===== src/rtl/cmac_core_cfg_seq.sv =====
// cmac_core_cfg_seq: in-order multi-group configuration sequencer for the CMAC core.
// Serves NUM_GRP ping-pong register groups. For each layer it issues a one-cycle
// load strobe and latches that group's conv mode. It tracks the layer until done,
// then enforces a settle gap before the next layer can start.
module cmac_core_cfg_seq #(
    parameter int unsigned NUM_GRP = 2,
    parameter int unsigned MODE_W  = 2,
    parameter int unsigned CNT_W   = 8,
    parameter int unsigned SETTLE  = 2
) (
    input  logic                        nvdla_core_clk,
    input  logic                        nvdla_core_rstn,
    input  logic [NUM_GRP-1:0]          reg2dp_op_en,
    input  logic [NUM_GRP*MODE_W-1:0]   reg2dp_conv_mode,
    input  logic                        dp2reg_done,
    output logic                        cfg_reg_en,
    output logic [$clog2(NUM_GRP)-1:0]  cfg_grp_id,
    output logic [MODE_W-1:0]           cfg_conv_mode,
    output logic                        cfg_is_wg,
    output logic                        cfg_busy,
    output logic [CNT_W-1:0]            dp2reg_layer_cnt,
    output logic                        cfg_err
);

    localparam int unsigned GRP_W = $clog2(NUM_GRP);
    localparam int unsigned SET_W = 4;

    typedef enum logic [1:0] {
        ST_IDLE   = 2'd0,
        ST_START  = 2'd1,
        ST_RUN    = 2'd2,
        ST_SETTLE = 2'd3
    } state_t;

    state_t               state;
    state_t               state_nxt;
    logic [NUM_GRP-1:0]   op_en_d1;
    logic                 done_d1;
    logic [SET_W-1:0]     settle_cnt;
    logic [SET_W-1:0]     settle_nxt;
    logic                 reg_en_nxt;
    logic [GRP_W-1:0]     grp_nxt;
    logic [MODE_W-1:0]    mode_nxt;
    logic                 wg_nxt;
    logic                 busy_nxt;
    logic [CNT_W-1:0]     cnt_nxt;
    logic                 err_nxt;
    logic [MODE_W-1:0]    mode_sel;

    // Pick the conv-mode field of the group currently being served (undelayed input).
    always_comb begin
        mode_sel = '0;
        for (int g = 0; g < int'(NUM_GRP); g++) begin
            if (cfg_grp_id == GRP_W'(g)) begin
                mode_sel = reg2dp_conv_mode[g*MODE_W +: MODE_W];
            end
        end
    end

    // Next-state and next-output logic; every registered output is computed here.
    always_comb begin
        state_nxt  = state;
        settle_nxt = settle_cnt;
        reg_en_nxt = 1'b0;
        grp_nxt    = cfg_grp_id;
        mode_nxt   = cfg_conv_mode;
        wg_nxt     = cfg_is_wg;
        cnt_nxt    = dp2reg_layer_cnt;
        // A done outside RUN is a protocol error; the flag is sticky until reset.
        err_nxt    = cfg_err | (done_d1 && (state != ST_RUN));

        case (state)
            ST_IDLE: begin
                if (op_en_d1[cfg_grp_id]) begin
                    state_nxt  = ST_START;
                    reg_en_nxt = 1'b1;
                    mode_nxt   = mode_sel;
                    wg_nxt     = (mode_sel == MODE_W'(1));
                end
            end
            ST_START: begin
                state_nxt = ST_RUN;
            end
            ST_RUN: begin
                if (done_d1) begin
                    cnt_nxt    = dp2reg_layer_cnt + CNT_W'(1);
                    grp_nxt    = cfg_grp_id + GRP_W'(1);
                    settle_nxt = SET_W'(SETTLE);
                    state_nxt  = ST_SETTLE;
                end
            end
            ST_SETTLE: begin
                if (settle_cnt <= SET_W'(1)) begin
                    settle_nxt = '0;
                    state_nxt  = ST_IDLE;
                end else begin
                    settle_nxt = settle_cnt - SET_W'(1);
                end
            end
            default: begin
                state_nxt = ST_IDLE;
            end
        endcase

        busy_nxt = (state_nxt != ST_IDLE);
    end

    // State, input-delay and output registers with synchronous active-low reset.
    always_ff @(posedge nvdla_core_clk) begin
        if (!nvdla_core_rstn) begin
            state            <= ST_IDLE;
            op_en_d1         <= '0;
            done_d1          <= 1'b0;
            settle_cnt       <= '0;
            cfg_reg_en       <= 1'b0;
            cfg_grp_id       <= '0;
            cfg_conv_mode    <= '0;
            cfg_is_wg        <= 1'b0;
            cfg_busy         <= 1'b0;
            dp2reg_layer_cnt <= '0;
            cfg_err          <= 1'b0;
        end else begin
            state            <= state_nxt;
            op_en_d1         <= reg2dp_op_en;
            done_d1          <= dp2reg_done;
            settle_cnt       <= settle_nxt;
            cfg_reg_en       <= reg_en_nxt;
            cfg_grp_id       <= grp_nxt;
            cfg_conv_mode    <= mode_nxt;
            cfg_is_wg        <= wg_nxt;
            cfg_busy         <= busy_nxt;
            dp2reg_layer_cnt <= cnt_nxt;
            cfg_err          <= err_nxt;
        end
    end

endmodule

===== config.mk =====
export PLATFORM = sky130hd
export DESIGN_NAME = cmac_core_cfg_seq
export DESIGN_NICKNAME = d
export VERILOG_FILES = /design/src/rtl/cmac_core_cfg_seq.sv
export SDC_FILE = /design/constraint.sdc
export NUM_CORES = 1
export LEC_CHECK = 0
export ABC_AREA = 0
export CAP_MARGIN = 20
export CORE_MARGIN = 10
export CORE_UTILIZATION = 44
export DETAILED_ROUTE_END_ITERATION = 10
export GPL_ROUTABILITY_DRIVEN = 0
export PLACE_DENSITY_LB_ADDON = 0.25
export REMOVE_ABC_BUFFERS = 1
export SLEW_MARGIN = 10
export SYNTH_ARGS = -nofsm -noshare
export SYNTH_HDL_FRONTEND = slang
export SYNTH_SLANG_ARGS = --single-unit

===== constraint.sdc =====
create_clock -name nvdla_core_clk -period 1.35 [get_ports nvdla_core_clk]
set_input_delay 0.27 -clock nvdla_core_clk [delete_from_list [all_inputs] [get_ports nvdla_core_clk]]
set_output_delay 0.27 -clock nvdla_core_clk [all_outputs]
set_load 0.01 [all_outputs]

==> results.py <==
metrics = {
    "pwr": {
        "vdd_ir_drop_max_uv": 645,
        "power_density_nw_per_um2": 808,
        "cellInternalPower_mw": 0.925,
        "p_clk_share_pct": 26.0,
        "power.net_switching_mw": 0.301,
        "combPwrFrac_pct": 13.1,
        "switching_share_pct": 24.5,
        "standby_leakage_power_nw": 0.687,
        "power_frac_seq_pct": 61.0,
    },
    "cells_and_area": {
        "antenna_cells_inserted": 0,
        "final_net_count": 166,
        "syn_to_final_growth_pct": 41.3,
        "final_core_utilization_pct": 66.6,
        "fillCellCount": 187,
        "fraction_of_final_layout_cells_sized_beyond_drive_strength_1_pct": 24.3,
    },
    "run": {
        "max_cap_violations": 0,
    },
    "synthesis": {
        "yosysTopAreaCell": "dfxtp_1",
        "synthesis.area_per_instance_um2": 9.25,
        "syn-cell-area_um2": 1070,
        "biggest_area_contributors_in_the_synthesized_netlist": "dfxtp_1, and2_1, nand2_1",
        "synth-seq-area-share_pct": 44.8,
        "yosysUniqueCellTypes": 31,
        "yosys_most_used_dff": "dfxtp_1",
        "ys_seq_elements": 24,
        "yosys.cell_count.top_type": "dfxtp_1",
        "synth_enable_flop_cells": 0,
        "synth_common_cells": "dfxtp_1, and2_1, nand2_1, nor2_1",
        "postSynth.asyncResetShare_pct": 0,
        "yosys_warnings": 0,
        "netlist_instances": 116,
        "netlist.area_leader.share_pct": 44.8,
    },
    "critical_path": {
        "required_time_at_the_worst_slack_endpoint_ns": 1.60,
        "startpoint_type": "flop",
        "endpoint_kind": "flop",
        "crit_type": "reg2reg",
        "timing.critical_path.fanout_max": 2,
        "crit_arrival_ns": 1.65,
    },
    "placement": {
        "post-place-ws_ns": -0.196,
        "dp_hpwl_mm": 1.74,
        "place.port_buffers": 23,
    },
    "global_routing": {
        "globalRouteOverflowTotal": 0,
        "grt_start_max_net_pins": 27,
        "total_global_routing_track_utilization_pct": 9.97,
        "first_global_vias": 940,
        "wire_length_of_the_first_global_routing_pass_mm": 4.10,
        "antenna_found_initial": 0,
    },
    "cts": {
        "numCtsBuffers": 3,
        "cts_tree": "built",
        "h-tree-depth": 1,
        "clkLatencyLatePin_ns": 0.32,
        "tritoncts_sink_count": 24,
        "cts.clk_slew.worst_paths_ns": 0.13,
        "ctsLongestPathBuffers": 2,
        "clock_tree.root_cell": "clkbuf_4",
    },
    "detailed_routing": {
        "postRouteWirelength_mm": 2.39,
        "vias_per_cell": 5.13,
        "via_count": 923,
        "dr.first_iter.drc_count": 33,
        "ant_nets": 0,
        "dr.max_layer_used": "met4",
        "post_route_drc": 0,
        "met3WireLength_um": 185,
        "drt-wirelength-per-cell_um": 13.3,
        "wl_met1_mm": 1.00,
        "first_pass_iters": 2,
        "met2_wirelength_mm": 1.13,
    },
    "floorplan": {
        "core_um2": 2280,
        "chipWidth_um": 69.4,
        "chipHeight_um": 69.4,
        "cell_rows": 17,
        "fp.dieArea_um2": 4820,
        "ioPinCount": 24,
        "initial_core_util_pct": 47.2,
    },
    "status": {
        "run_status": "finished with violations",
        "violations": "negative setup slack",
    },
    "timing": {
        "slew_viol_final": 0,
        "fmax_mhz": 714,
        "final-hold-violation-count": 0,
        "rsz0062_at_grt": "yes",
        "timing_worst_slew_pin_value_ns": 0.301,
        "slew_headroom_pct": 79.8,
        "post-route-worst-setup-slack_ns": -0.0500,
        "totalNegativeSetupSlack_ns": -0.0500,
        "clock_skew_ns": 0.00900,
        "hold_ws_ns": 0.494,
        "post-route-min-period_ns": 1.40,
        "finalSetupViolCount": 1,
        "timing.final.crit_share_pct": 104,
    },
    "worst_hold_path": {
        "min-delay-path-class": "reg2reg",
    },
}
## path summary, 6_finish.rpt
check                        end  depth (start not counted)  slack, ns           startpoint
max reg2reg        settle_cnt[3]                          6      -0.05        settle_cnt[1]
min reg2reg  dp2reg_layer_cnt[5]                          2       0.49  dp2reg_layer_cnt[5]
max                settle_cnt[3]                          6      -0.05        settle_cnt[1]
min          dp2reg_layer_cnt[5]                          2       0.49  dp2reg_layer_cnt[5]
## power groups by stage
| stage | sequential [mW] | combinational [mW] | clock, mW |
|---|---|---|---|
| floorplan | 0.775 | 0.0552 | 0 |
| global placement | 0.764 | 0.163 | 0 |
| detailed placement | 0.765 | 0.165 | 0 |
| CTS | 0.747 | 0.157 | 0.321 |
| global route | 0.751 | 0.177 | 0.355 |
| finish | 0.747 | 0.160 | 0.318 |
## cells in the final DEF (no fill, tap or decap), types with 2 or more instances in the layout
cell,Yosys,final
dfxtp_2,0,5
clkbuf_4,0,3
nand3_1,2,2
dfxtp_1,24,18
o211a_1,3,3
nor3_2,2,5
and2_1,13,13
xor2_1,3,3
o21a_1,2,2
nand4b_1,2,2
mux2i_1,4,4
nor2b_1,2,2
nand2_1,13,13
o21ai_0,4,3
buf_4,0,13
nand2b_1,2,2
a21boi_0,2,2
a21oi_1,4,3
xnor2_1,3,3
inv_1,4,2
clkdlybuf4s50_1,0,8
ha_4,0,2
nor2_1,8,7
dlygate4sd2_1,0,14
## per-layer routing
metal,vias to the layer above,GRT usage (%)
li1,468,-
met1,428,9.94
met2,21,17.0
met3,6,3.85
met4,0,5.99
met5,-,0
## timing repair
item | 4_1_cts | 5_1_grt
setup buffers | 0 | 1
gates resized for setup | 30 | 8
endpoints found under the setup margin | 21 | 14
hold buffers | 0 | 0
pin swaps | 5 | 4
## sequential cells by signal, indices dropped and copies added, names as in the netlist
signal            flops
cfg_busy              1
cfg_conv_mode         2
cfg_err               1
cfg_grp_id            1
cfg_is_wg             1
cfg_reg_en            1
done_d1               1
dp2reg_layer_cnt      8
op_en_d1              2
settle_cnt            4
state                 2
## final cells by class
cell class                 count  area, µm²  area share, %
inverter                       4       17.5           1.16
timing repair buffer          37        330           21.8
clock buffer                   3       22.5           1.49
sequential                    24        490           32.3
multi-input combinational     84        621           40.9
tap                           28       35.0           2.31
## logic make-up (layout without fill, tap and decap cells)
group	after synthesis	after routing	synth area share [%]
xor+xnor	6	6	4.90
mux	4	4	3.73
buf+inv	8	44	3.03
compound gates	19	19	12.5
simple gates	52	52	27.6
flops	24	24	44.8
fa+ha+maj	3	3	3.50
## through the flow
step	power, mW	instances	instance area [µm²]
floorplan	0.831	112	1060
global placement	0.927	176	1430
detailed placement	0.930	176	1430
CTS	1.23	179	1490
global route	1.28	180	1520
finish	1.23	180	1520
## critical path: stages (launching register included)
cell	delay, ns
dfxtp_2	0.38
inv_4	0.05
ha_4	0.16
nor2_4	0.10
nor3_2	0.05
or4b_1	0.48
a21boi_1	0.13
No activity file was read; power rests on OpenSTA's default activity.
